## src/rtl/fp_regfile_sb.sv

```systemverilog
// Floating-point register file: two async read ports, FPU and load write ports, busy scoreboard.
// Define FREG_BYPASS_EN to forward same-cycle write data (and busy state) onto the read ports.
module fp_regfile_sb #(
    parameter int DATA_W   = 32,
    parameter int DEPTH    = 32,
    parameter int ADDR_W   = $clog2(DEPTH),
    parameter int ZERO_REG = 1
) (
    input  logic              clk,
    input  logic              rst_n,
    input  logic [ADDR_W-1:0] raddr_a,
    input  logic [ADDR_W-1:0] raddr_b,
    output logic [DATA_W-1:0] rdata_a,
    output logic [DATA_W-1:0] rdata_b,
    output logic              rbusy_a,
    output logic              rbusy_b,
    input  logic              we0,
    input  logic [ADDR_W-1:0] waddr0,
    input  logic [DATA_W-1:0] wdata0,
    input  logic              we1,
    input  logic [ADDR_W-1:0] waddr1,
    input  logic [DATA_W-1:0] wdata1,
    input  logic              issue_en,
    input  logic [ADDR_W-1:0] issue_rd,
    output logic [ADDR_W:0]   pend_cnt
);

    logic [DATA_W-1:0] mem [DEPTH];
    logic [DEPTH-1:0]  busy;
    logic [DEPTH-1:0]  busy_next;
    logic [ADDR_W:0]   pend_next;
    logic              wr_ok0;
    logic              wr_ok1;
    logic              iss_ok;

    logic [ADDR_W-1:0] rd_addr [2];
    logic [DATA_W-1:0] rd_data [2];
    logic              rd_busy [2];

    // Register 0 is hardwired to zero only when ZERO_REG is set.
    function automatic logic is_zero_reg(input logic [ADDR_W-1:0] a);
        return (ZERO_REG != 0) && (a == '0);
    endfunction

    assign wr_ok0 = we0 && !is_zero_reg(waddr0);
    assign wr_ok1 = we1 && !is_zero_reg(waddr1);
    assign iss_ok = issue_en && !is_zero_reg(issue_rd);

    // Port 1 is written first so a colliding port 0 write overrides it.
    always_ff @(posedge clk or negedge rst_n) begin
        if (!rst_n) begin
            for (int i = 0; i < DEPTH; i++) begin
                mem[i] <= '0;
            end
        end else begin
            if (wr_ok1) begin
                mem[waddr1] <= wdata1;
            end
            if (wr_ok0) begin
                mem[waddr0] <= wdata0;
            end
        end
    end

    // Writebacks clear first; a same-cycle issue re-sets since the new producer supersedes the old.
    always_comb begin
        busy_next = busy;
        if (wr_ok0) begin
            busy_next[waddr0] = 1'b0;
        end
        if (wr_ok1) begin
            busy_next[waddr1] = 1'b0;
        end
        if (iss_ok) begin
            busy_next[issue_rd] = 1'b1;
        end
    end

    always_comb begin
        pend_next = '0;
        for (int i = 0; i < DEPTH; i++) begin
            pend_next = pend_next + {{ADDR_W{1'b0}}, busy_next[i]};
        end
    end

    always_ff @(posedge clk or negedge rst_n) begin
        if (!rst_n) begin
            busy     <= '0;
            pend_cnt <= '0;
        end else begin
            busy     <= busy_next;
            pend_cnt <= pend_next;
        end
    end

    assign rd_addr[0] = raddr_a;
    assign rd_addr[1] = raddr_b;

    for (genvar p = 0; p < 2; p++) begin : g_read
        always_comb begin
            rd_data[p] = mem[rd_addr[p]];
            rd_busy[p] = busy[rd_addr[p]];
`ifdef FREG_BYPASS_EN
            if (wr_ok0 && (waddr0 == rd_addr[p])) begin
                rd_data[p] = wdata0;
                rd_busy[p] = iss_ok && (issue_rd == rd_addr[p]);
            end else if (wr_ok1 && (waddr1 == rd_addr[p])) begin
                rd_data[p] = wdata1;
                rd_busy[p] = iss_ok && (issue_rd == rd_addr[p]);
            end
`endif
            // Forced quiet during reset so forwarding cannot leak pending writes.
            if (!rst_n || is_zero_reg(rd_addr[p])) begin
                rd_data[p] = '0;
                rd_busy[p] = 1'b0;
            end
        end
    end

    assign rdata_a = rd_data[0];
    assign rdata_b = rd_data[1];
    assign rbusy_a = rd_busy[0];
    assign rbusy_b = rd_busy[1];

endmodule

```

## config.mk

```make
export PLATFORM = sky130hd
export DESIGN_NAME = fp_regfile_sb
export DESIGN_NICKNAME = d
export VERILOG_FILES = /design/src/rtl/fp_regfile_sb.sv
export SDC_FILE = /design/constraint.sdc
export NUM_CORES = 2
export LEC_CHECK = 0
export CORE_MARGIN = 5
export CORE_UTILIZATION = 31
export CTS_BUF_LIST = sky130_fd_sc_hd__clkbuf_8
export DETAILED_ROUTE_END_ITERATION = 16
export PLACE_DENSITY = 0.43
export SYNTH_ARGS = -nofsm -noshare
export SYNTH_HDL_FRONTEND = slang
export SYNTH_SLANG_ARGS = --single-unit
```

## constraint.sdc

```tcl
create_clock -name clk -period 10.3 [get_ports clk]
set_clock_uncertainty 0.15 [all_clocks]
set_input_delay 2.06 -clock clk [delete_from_list [all_inputs] [get_ports clk]]
set_output_delay 2.06 -clock clk [all_outputs]
set_load 0.05 [all_outputs]
```

==> results.txt <==
Total Nets Final - 6580
Area Growth Syn to Fin - 12.40%
Yosys top cell area share - 40.09%
Sequential fraction of the synthesis area - 40.09%
Latest clock arrival within the worst-skew pair - 1.00 ns
Fillcell total - 21520
Synth async-reset ratio - 100.0%
RR Endpoint - pend_cnt[4]
Family with the most delay on the worst path - simple AND/OR/NAND/NOR gates
Comb power frac - 32.0%
Detailed Place HPWL - 215200 um
Clk sink count - 1062
Initial Util - 31.20%
Die area - 223200 sq um
Total area of sequential cells - 26580 sq um
Crit end category - primary output
Final Hold Fails - 0
Clock power share - 27.9%
Top post-synthesis cells by area - dfrtp_1, mux2i_1, mux4_2
H-tree depth - 4
WL per Instance - 37.40 um
Cell Area, Synth - 66300 sq um
Largest net degree at the start of global routing - 156
Worst r2r path cells - 18
Slew @ Worst Pin - 1.359 ns
Min-Delay Path Class - register to register
Detail Route Antenna Nets - 0
First-pass GRT wire length - 484300 um
Peak VDD IR - 0.2884 mV
Syn Inst Count - 6693
Post-CTS sizing - 0
CP Class - primary input to primary output
Most frequent cells after synthesis - mux2i_1, dfrtp_1, nor2_1
Critical Path RT - 8.09 ns
Initial DRC Count - 6870
Sequential share of power - 40.2%
Post-synth top area cell - dfrtp_1
Tmin final - 8.371 ns
CP Cell Sequence - buf_8 -> and2_2 -> a22oi_1 -> a31oi_1 -> nand4_1 -> clkdlybuf4s50_1
Fin crit share - 81.28%
Internal - 9.810 mW
Final setup margin - 1.929 ns
Vias/cell - 6.177
Arr. time, crit path - 6.16 ns
Setup Fix Bufs, Post-CTS - 0
Area of the multi-input gates - 36480 sq um
Critical Path Fanout Max - 42
Syn. warnings - 0
Final setup vio count - 0
Cell depth of the worst setup path - 6
CTS tree - yes
Cts bufs inserted - 205
R2r setup slk - 4.82 ns
Routed via count - 58350
Max cap viols - 0
Syn_area_per_cell - 9.905 sq um
CP endpoint - rdata_b[16]
Initial antenna violation count - 24
CP max stage cell - and2_2
Overall Power - 15.53 mW
Clock buffer depth - 3
Final setup TNS - 0 ns
Startpoint types - primary input
Hold-fix buffers, CTS - 0
Post-route cell area - 74520 sq um
Die Span Y - 472.5 um
Leak pwr - 33.53 nW
Vias in the first global route - 56810
Final WL - 353300 um
Post-synthesis register bit count - 1062
RSZ-0062 raised after global routing - no
Max incr delay on CP - 0.92 ns
Bufs and invs on worst path - 2
Core area - 212500 sq um
TritonRoute pass-1 iters - 6
Clock-pin slew on the worst setup and hold paths - 0.06 ns
IO Port Bufs - 165
Routability cong. - 0.9242
GRT Util Overall - 30.75%
Fmax - 0.1195 GHz
Worst slack, placed - 1.265 ns
CP startpoint - raddr_b[0]
Most common cell in the netlist - mux2i_1
Most used DFF post-synth - dfrtp_1
Total grt overflow - 0
Outcome - finished clean
Reg-to-reg critical path startpoint - busy[25]
Unique cell type count in the Yosys netlist - 53
PD cells - 208.4 nW/um^2
Detailed-route DRC error count - 0
Layout cells sized above 1 - 13.79%
Switch share - 36.83%
Net switching power - 5.720 mW
Number of top-level pins - 166
Die width - 472.5 um
Row cnt - 169
Slew HR - 9.405%
Placed cell areas - 70440 sq um
Post-Syn Nets - 6818
Clk root buf - clkbuf_8
Final Util - 35.06%
Max-slew violations - 0
EDFF count, synth - 0
through the flow:
stage	hold WS [ns]	cells
after CTS	0.2324	9435
after floorplan	0.2746	6693
after global placement	0.2158	9069
after global routing	0.2468	9440
after detailed placement	0.2177	9069
final	0.2267	9446
sequential cells by signal, indices dropped and copies added (netlist names):
register	flops
busy	32
mem	1024
pend_cnt	6
metal layers:
| metal | track usage [%] | part of all wire (%) | wire, um | vias up |
|---|---|---|---|---|
| li1 | - | - | - | 24360 |
| met3 | 6.629 | 8.1 | 28460 | 877 |
| met1 | 39.65 | 41 | 143400 | 30040 |
| met2 | 48.31 | 45 | 159200 | 3062 |
| met5 | 0 | 0.020 | 69 | - |
| met4 | 16.68 | 6.3 | 22120 | 10 |
logic make-up after synthesis:
group                      synth area share, %
AOI/OAI and AO/OA                        16.74
xor gates and xnor gates               0.03964
adders and majority gates               0.8568
buffers and inverters                    5.850
DFF                                      40.09
muxes                                    26.60
and+or+nand+nor                          9.829
area by class of cell:
type                    instances  share of cell area, %
inverters                      45                 0.2267
diodes                         11                0.03694
repair buffers                409                  4.947
well taps                    2821                  4.737
flip-flops and latches       1062                  35.66
multi-input cells            4732                  48.95
clock inverters               110                 0.7103
clock buffers                 256                  4.728
layout by cell type, fill, tap and decap left out, drive strengths merged, types with 16 or more instances in the layout:
| master | count |
|---|---|
| a32o | 16 |
| and3 | 43 |
| nand3 | 150 |
| nand2 | 309 |
| o21ai | 165 |
| dfrtp | 1062 |
| nand4 | 70 |
| mux4 | 258 |
| clkbuf | 257 |
| a22oi | 294 |
| and2 | 19 |
| nor2 | 861 |
| a21oi | 810 |
| buf | 254 |
| clkdlybuf4s50 | 154 |
| fa | 24 |
| inv | 138 |
| a22o | 32 |
| nor2b | 17 |
| a31oi | 88 |
| mux2i | 1181 |
| a32oi | 335 |
power by group through the flow:
| stage | logic [mW] | registers, mW | clock network [mW] |
|---|---|---|---|
| 2_1_floorplan | 3.54 | 5.96 | 0 |
| 3_3_place_gp | 4.92 | 6.24 | 0 |
| 3_5_place_dp | 4.91 | 6.27 | 0 |
| 4_1_cts | 4.95 | 6.21 | 4.40 |
| 5_1_grt | 5.46 | 6.36 | 4.56 |
| 6_report | 4.97 | 6.24 | 4.33 |
worst min path at each step:
stage / slack [ns] / from / to / cells after the start
global placement: 0.22 / mem[1021] / mem[1021] / 0
global route: 0.25 / mem[1021] / mem[1021] / 0
CTS: 0.23 / mem[1021] / mem[1021] / 0
floorplan: 0.27 / mem[1021] / mem[1021] / 1
detailed placement: 0.22 / mem[1021] / mem[1021] / 0
finish: 0.23 / mem[1021] / mem[1021] / 0
Note: power is estimated with default switching activity, not from simulation.
